[config.mk]
export PLATFORM = sky130hd
export DESIGN_NAME = post_hash_pe_gatherer
export DESIGN_NICKNAME = d
export VERILOG_FILES = /design/src/rtl/hash_engine_pkg.sv /design/src/rtl/pe_result_slot_decoder.sv /design/src/rtl/post_hash_pe_gatherer.sv
export SDC_FILE = /design/constraint.sdc
export NUM_CORES = 2
export LEC_CHECK = 0
export CAP_MARGIN = 20
export CORE_AREA = 2 2 274 276
export CTS_BUF_LIST = sky130_fd_sc_hd__clkbuf_4 sky130_fd_sc_hd__clkbuf_8
export DETAILED_ROUTE_END_ITERATION = 7
export DIE_AREA = 0 0 276 278
export SYNTH_ARGS = -nofsm -noshare
export SYNTH_HDL_FRONTEND = slang
export SYNTH_SLANG_ARGS = --single-unit
[constraint.sdc]
create_clock -name clk -period 14 [get_ports clk]
set_input_delay 3.5 -clock clk [delete_from_list [all_inputs] [get_ports clk]]
set_output_delay 3.5 -clock clk [all_outputs]
set_load 0.01 [all_outputs]
[src/rtl/hash_engine_pkg.sv]
// Shared types and default widths for the hash engine post-processing blocks.
//   gather_state_e : window gatherer FSM state
//   pe_decision_e  : per-PE decision taken by the slot decoder in a cycle
package hash_engine_pkg;

  localparam int unsigned DefNumHashPe    = 4;
  localparam int unsigned DefIssueWidth   = 8;
  localparam int unsigned DefAddrWidth    = 32;
  localparam int unsigned DefResWidth     = 32;

  typedef enum logic [1:0] {
    StIdle    = 2'd0,
    StCollect = 2'd1,
    StEmit    = 2'd2
  } gather_state_e;

  typedef enum logic [1:0] {
    PeIdle  = 2'd0,  // not matching the current window (stalled)
    PeStore = 2'd1,  // accepted and written into its slot
    PeDrop  = 2'd2   // accepted but discarded as unexpected
  } pe_decision_e;

endpackage

[src/rtl/pe_result_slot_decoder.sv]
// Combinational per-PE decode for the window gatherer.
//   collect_i    : gatherer is in the collect state
//   pe_valid_i   : per-PE result valid
//   pe_addr_i    : per-PE request address, packed NumHashPe x AddrWidth
//   head_addr_i  : current window base
//   mask_i       : slots expecting a result
//   collected_i  : slots already filled
//   match_o      : PE targets the current window (becomes pe_ready)
//   store_o      : PE result must be written to its slot
//   drop_o       : PE result accepted but unexpected
//   slot_oh_o    : per-PE slot one-hot, packed NumHashPe x IssueWidth
//   accepted_o   : union of slots stored this cycle
module pe_result_slot_decoder
  import hash_engine_pkg::*;
#(
  parameter int unsigned NumHashPe  = DefNumHashPe,
  parameter int unsigned IssueWidth = DefIssueWidth,
  parameter int unsigned AddrWidth  = DefAddrWidth
) (
  input  logic                          collect_i,
  input  logic [NumHashPe-1:0]          pe_valid_i,
  input  logic [NumHashPe*AddrWidth-1:0] pe_addr_i,
  input  logic [AddrWidth-1:0]          head_addr_i,
  input  logic [IssueWidth-1:0]         mask_i,
  input  logic [IssueWidth-1:0]         collected_i,
  output logic [NumHashPe-1:0]          match_o,
  output logic [NumHashPe-1:0]          store_o,
  output logic [NumHashPe-1:0]          drop_o,
  output logic [NumHashPe*IssueWidth-1:0] slot_oh_o,
  output logic [IssueWidth-1:0]         accepted_o
);

  localparam int unsigned IssueLog2 = $clog2(IssueWidth);

  logic [AddrWidth-1:0]  addr;
  logic [IssueWidth-1:0] oh;
  logic [IssueWidth-1:0] claimed;
  pe_decision_e          decision;

  // Lower-index PEs win slot conflicts because claimed accumulates in index order.
  always_comb begin
    match_o   = '0;
    store_o   = '0;
    drop_o    = '0;
    slot_oh_o = '0;
    claimed   = '0;
    addr      = '0;
    oh        = '0;
    decision  = PeIdle;
    for (int i = 0; i < int'(NumHashPe); i++) begin
      addr     = pe_addr_i[i*AddrWidth +: AddrWidth];
      oh       = '0;
      oh[addr[IssueLog2-1:0]] = 1'b1;
      decision = PeIdle;
      if (collect_i && pe_valid_i[i] &&
          (addr[AddrWidth-1:IssueLog2] == head_addr_i[AddrWidth-1:IssueLog2])) begin
        if (((oh & mask_i) != '0) && ((oh & (collected_i | claimed)) == '0)) begin
          decision = PeStore;
          claimed  = claimed | oh;
        end else begin
          decision = PeDrop;
        end
      end
      slot_oh_o[i*IssueWidth +: IssueWidth] = oh;
      match_o[i] = (decision != PeIdle);
      store_o[i] = (decision == PeStore);
      drop_o[i]  = (decision == PeDrop);
    end
    accepted_o = claimed;
  end

endmodule

[src/rtl/post_hash_pe_gatherer.sv]
// Gathers per-request results from the hash PEs into issue windows.
// A descriptor opens a window (base address, expected-slot mask, delimiter);
// PE results addressed into that window are stored by slot, and once every
// expected slot is filled the window is presented on the output handshake.
//   clk, rst                      : clock, asynchronous active-high reset
//   desc_valid/ready, desc_*      : window descriptor input
//   pe_valid/ready, pe_addr/result: per-PE result inputs (packed)
//   output_valid/ready, output_*  : gathered window output (registered)
//   err_unexpected                : sticky flag for dropped/unexpected results
module post_hash_pe_gatherer
  import hash_engine_pkg::*;
#(
  parameter int unsigned NUM_HASH_PE      = DefNumHashPe,
  parameter int unsigned HASH_ISSUE_WIDTH = DefIssueWidth,
  parameter int unsigned ADDR_WIDTH       = DefAddrWidth,
  parameter int unsigned RES_WIDTH        = DefResWidth
) (
  input  logic                                clk,
  input  logic                                rst,
  input  logic                                desc_valid,
  output logic                                desc_ready,
  input  logic [ADDR_WIDTH-1:0]               desc_head_addr,
  input  logic [HASH_ISSUE_WIDTH-1:0]         desc_mask,
  input  logic                                desc_delim,
  input  logic [NUM_HASH_PE-1:0]              pe_valid,
  output logic [NUM_HASH_PE-1:0]              pe_ready,
  input  logic [NUM_HASH_PE*ADDR_WIDTH-1:0]   pe_addr,
  input  logic [NUM_HASH_PE*RES_WIDTH-1:0]    pe_result,
  output logic                                output_valid,
  input  logic                                output_ready,
  output logic [ADDR_WIDTH-1:0]               output_head_addr,
  output logic [HASH_ISSUE_WIDTH-1:0]         output_mask,
  output logic [HASH_ISSUE_WIDTH*RES_WIDTH-1:0] output_result_vec,
  output logic                                output_delim,
  output logic                                err_unexpected
);

  localparam int unsigned W = HASH_ISSUE_WIDTH;

  gather_state_e         state_q, state_d;
  logic [ADDR_WIDTH-1:0] head_q, head_d;
  logic [W-1:0]          mask_q, mask_d;
  logic                  delim_q, delim_d;
  logic [W-1:0]          collected_q, collected_d;
  logic [W*RES_WIDTH-1:0] results_q, results_d;
  logic                  err_q, err_d;

  logic [NUM_HASH_PE-1:0]   match, store, drop;
  logic [NUM_HASH_PE*W-1:0] slot_oh;
  logic [W-1:0]             accepted;
  logic                     load;

  pe_result_slot_decoder #(
    .NumHashPe  (NUM_HASH_PE),
    .IssueWidth (W),
    .AddrWidth  (ADDR_WIDTH)
  ) u_decoder (
    .collect_i   (state_q == StCollect),
    .pe_valid_i  (pe_valid),
    .pe_addr_i   (pe_addr),
    .head_addr_i (head_q),
    .mask_i      (mask_q),
    .collected_i (collected_q),
    .match_o     (match),
    .store_o     (store),
    .drop_o      (drop),
    .slot_oh_o   (slot_oh),
    .accepted_o  (accepted)
  );

  always_comb begin
    state_d     = state_q;
    head_d      = head_q;
    mask_d      = mask_q;
    delim_d     = delim_q;
    collected_d = collected_q;
    results_d   = results_q;
    err_d       = err_q | (|drop);
    desc_ready  = 1'b0;
    pe_ready    = '0;
    load        = 1'b0;
    unique case (state_q)
      StIdle: begin
        desc_ready = 1'b1;
        load       = desc_valid;
      end
      StCollect: begin
        pe_ready    = match;
        collected_d = collected_q | accepted;
        for (int i = 0; i < int'(NUM_HASH_PE); i++) begin
          for (int s = 0; s < int'(W); s++) begin
            if (store[i] && slot_oh[i*W + s]) begin
              results_d[s*RES_WIDTH +: RES_WIDTH] = pe_result[i*RES_WIDTH +: RES_WIDTH];
            end
          end
        end
        // An empty mask also satisfies this on the first collect cycle.
        if ((collected_q | accepted) == mask_q) state_d = StEmit;
      end
      StEmit: begin
        desc_ready = output_ready;
        if (output_ready) begin
          if (desc_valid) load = 1'b1;
          else            state_d = StIdle;
        end
      end
      default: state_d = StIdle;
    endcase
    // Fresh window: unfilled slots must read back as zero.
    if (load) begin
      head_d      = desc_head_addr;
      mask_d      = desc_mask;
      delim_d     = desc_delim;
      collected_d = '0;
      results_d   = '0;
      state_d     = StCollect;
    end
  end

  always_ff @(posedge clk or posedge rst) begin
    if (rst) begin
      state_q     <= StIdle;
      head_q      <= '0;
      mask_q      <= '0;
      delim_q     <= 1'b0;
      collected_q <= '0;
      results_q   <= '0;
      err_q       <= 1'b0;
    end else begin
      state_q     <= state_d;
      head_q      <= head_d;
      mask_q      <= mask_d;
      delim_q     <= delim_d;
      collected_q <= collected_d;
      results_q   <= results_d;
      err_q       <= err_d;
    end
  end

  // Window fields are only driven while presented, so idle outputs read zero.
  always_comb begin
    output_valid      = (state_q == StEmit);
    output_head_addr  = output_valid ? head_q : '0;
    output_mask       = output_valid ? mask_q : '0;
    output_delim      = output_valid ? delim_q : 1'b0;
    output_result_vec = output_valid ? results_q : '0;
    err_unexpected    = err_q;
  end

endmodule

==> summary.md <==
| Metric | Value |
|---|---|
| IO Port Bufs | 608 |
| Synthesis Warnings | 0 |
| Xor/xnor cell area share of the yosys netlist | 4.192% |
| Area Growth Syn to Fin | 29.82% |
| Inserted Clock Buffers | 61 |
| Static leakage | 13.54 nW |
| Fin nets | 4,129 |
| R2R Path Start | head_q[27] |
| Grt ovf | 0 |
| CP Data Arrival Time | 10.40 ns |
| PnR Total Power | 3.359 mW |
| Vias per cell | 5.745 |
| DR vias | 27,919 |
| Synth Area in Compound Gates | 19.46% |
| R2r setup slk | 6.84 ns |
| Syn avg cell area | 7.299 um2 |
| Sequential area share after synthesis | 29.99% |
| Routed Antenna Nets | 0 |
| Detailed Routing Iterations Pass 1 | 8 |
| Crit path launch | pe_addr[59] |
| CP Capture Type | register |
| Die X-Extent | 276 um |
| PD cells | 100.7 nW/um2 |
| Max-Slew Margin vs Limit | 19.70% |
| Die area | 76,730 um2 |
| Status | complete, but fails checks |
| First-pass GRT wire length | 181,000 um |
| Layout cell share with drive strength beyond 1 | 6.089% |
| Clock slew at reported path FFs | 0.06 ns |
| Launching element type of the critical path | primary input |
| Num ports | 609 |
| Initial antenna violation count | 16 |
| Hold_buf cts | 0 |
| Design area | 33,360 um2 |
| RSZ-0062 raised after global routing | false |
| # rows | 100 |
| CTS tree | built |
| Async set-or-reset flop fraction in the synthesized netlist | 100.0% |
| Clock Path Buffers | 3 |
| Worst setup margin | 4.149 ns |
| Crit Path Category | in2reg |
| Largest family of logic cells by synthesized area | simple AND/OR/NAND/NOR gates |
| Simple-gate share of the synthesized area | 30.95% |
| Per-cell routed wire length | 25.55 um |
| Post-CTS setup buffers | 0 |
| Period minus WS final | 9.851 ns |
| Post-Route Skew | 0.05593 ns |
| Resized cells post-CTS | 0 |
| Critical Path Stages | 14 |
| Final Hold Viols | 0 |
| Violated checks | design-rule violations |
| Later-pin clock latency in the skew report | 0.74 ns |
| Largest delay share family, worst path | simple AND/OR/NAND/NOR gates |
| Worst path slowest cell | or3_2 |
| RR Endpoint | results_q[163] |
| Die H | 278 um |
| Yosys reg bits | 308 |
| Sink Count | 308 |
| H-tree Lvls | 2 |
| CP Max Fanout | 66 |
| Most common cell in the netlist | nand2_1 |
| Setup-failing EPs final | 0 |
| CP Capture Point | results_q[163] |
| Synthesized-area fraction occupied by adder cells | 0% |
| Core box area | 73,820 um2 |
| Max_cap viols | 0 |
| Final Cycle Share | 70.36% |
| Place WS | 3.669 ns |
| Slew @ Worst Pin | 1.205 ns |
| Worst hold path class | reg2reg |
| Final setup TNS | 0 ns |
| Cells after Synth | 3,521 |
| Yosys top cell area share | 29.99% |
| DRC | 42 |
| Post-Syn Area | 25,700 um2 |
| DP HPWL | 83,530 um |
| Path depth of the worst reg2reg path | 13 |
| Post-synth top cells | nand2_1, nor2_1, dfrtp_1 |
| Vias in the first global route | 26,162 |
| Largest net degree at the start of global routing | 214 |
| WP data required | 14.55 ns |
| Starting Density | 34.81% |
| Dpl cell area | 31,800 um2 |
| Maximum VDD drop | 0.07203 mV |
| Crit-path cells | clkdlybuf4s50_1 -> xnor2_1 -> nand4_1 -> nor4_1 -> nand4_1 -> or3_2 -> and3b_2 -> o22ai_4 -> o311a_4 -> or2_2 -> buf_4 -> o211ai_1 -> o21ai_0 -> nor2_1 |
| Max Clock Freq | 101.5 MHz |
| Buf/Inv on CP | 2 |
| CTS Root Cell | clkbuf_8 |
| CP most frequent cell | nand4_1 |
| Max Slew Vio Count | 0 |
| Total wire length | 124,200 um |
| Worst path max stage delay | 1.12 ns |
| Total Routing Usage GR | 31.09% |
| Main flop type after synthesis | dfrtp_1 |
| 1st-iter DRT viols | 3,090 |
| Syn nets | 3,826 |
| Routability cong. | 0.9638 |
| Unique masters post-synth | 101 |
| Post-synth EDFFs | 0 |
| Mux share of post-synthesis cell area | 8.311% |
| Area leader, netlist | dfrtp_1 |
| Synth top area cells | dfrtp_1, nand2_1, mux2i_1, and2_1, nor2_1 |
-- cells in the final DEF (no fill, tap or decap), types with 67 or more instances in the layout --
cell type        count
nor3_1              78
a21oi_1            169
clkdlybuf4s50_1    608
mux2i_1            203
o21ai_0            213
dfrtp_1            308
clkbuf_8            82
a211oi_1           161
xnor2_1             94
nand3_1             88
and2_1             298
nor2_1             418
o211ai_1            67
nand2_1            570
-- layout make-up --
class	count	area, um2
fillers	7462	40460
flip-flops and latches	308	7707
inverters	15	71.32
diodes	15	37.54
clock inverters	19	290.3
multi-input cells	2784	16370
clock buffers	96	1234
repair buffers	654	6441
well taps	969	1212
-- worst min path at each step --
stage	from	end	slack, ns	cells past startpoint
floorplan	delim_q	delim_q	0.44	2
global placement	head_q[2]	head_q[2]	0.45	2
detailed placement	head_q[0]	head_q[0]	0.45	2
CTS	head_q[0]	head_q[0]	0.47	2
global route	head_q[2]	head_q[2]	0.50	2
finish	head_q[0]	head_q[0]	0.47	2
-- power breakdown --
| part | total [mW] | switching [mW] | internal, mW |
|---|---|---|---|
| clock network | 1.17 | 0.477 | 0.692 |
| logic | 0.919 | 0.553 | 0.366 |
| registers | 1.27 | 0.229 | 1.04 |
-- per-stage QoR --
| stage | hold slack, ns | util [%] | std cells |
|---|---|---|---|
| after detailed placement | 0.4539 | 43.08 | 4730 |
| after global routing | 0.5013 | 45.18 | 4856 |
| after CTS | 0.4698 | 45.15 | 4845 |
| final | 0.4670 | 45.20 | 4860 |
| after floorplan | 0.4374 | - | 3521 |
| after global placement | 0.4530 | 43.07 | 4729 |
-- worst register-to-register path: cells and delay by family, from the launching register on --
family,cells,cell delay (ns)
and+or+nand+nor,7,3.86
AOI/OAI and AO/OA,4,1.67
xor gates and xnor gates,1,0.52
buffers and inverters,1,0.49
DFF,1,0.48
-- sequential cells by signal, indices dropped and copies added, names as in the netlist --
register        cells
state_q             2
results_q         256
head_q             32
err_unexpected      1
mask_q              8
delim_q             1
collected_q         8
-- kinds of logic after synthesis --
| kind of cell | after synthesis |
|---|---|
| mux | 210 |
| simple gates | 1664 |
| xor+xnor | 123 |
| flops | 308 |
| buf+inv | 429 |
| compound gates | 787 |
-- routing by layer --
layer,track usage [%],part of all wire [%],wire (um),up-vias
li1,-,-,-,12737
met1,41.59,42,51710,13445
met5,0,0.037,46,-
met4,13.97,4.6,5770,6
met2,49.17,45,56320,1452
met3,5.356,8.3,10320,279
(Power assumes the default switching activity.)
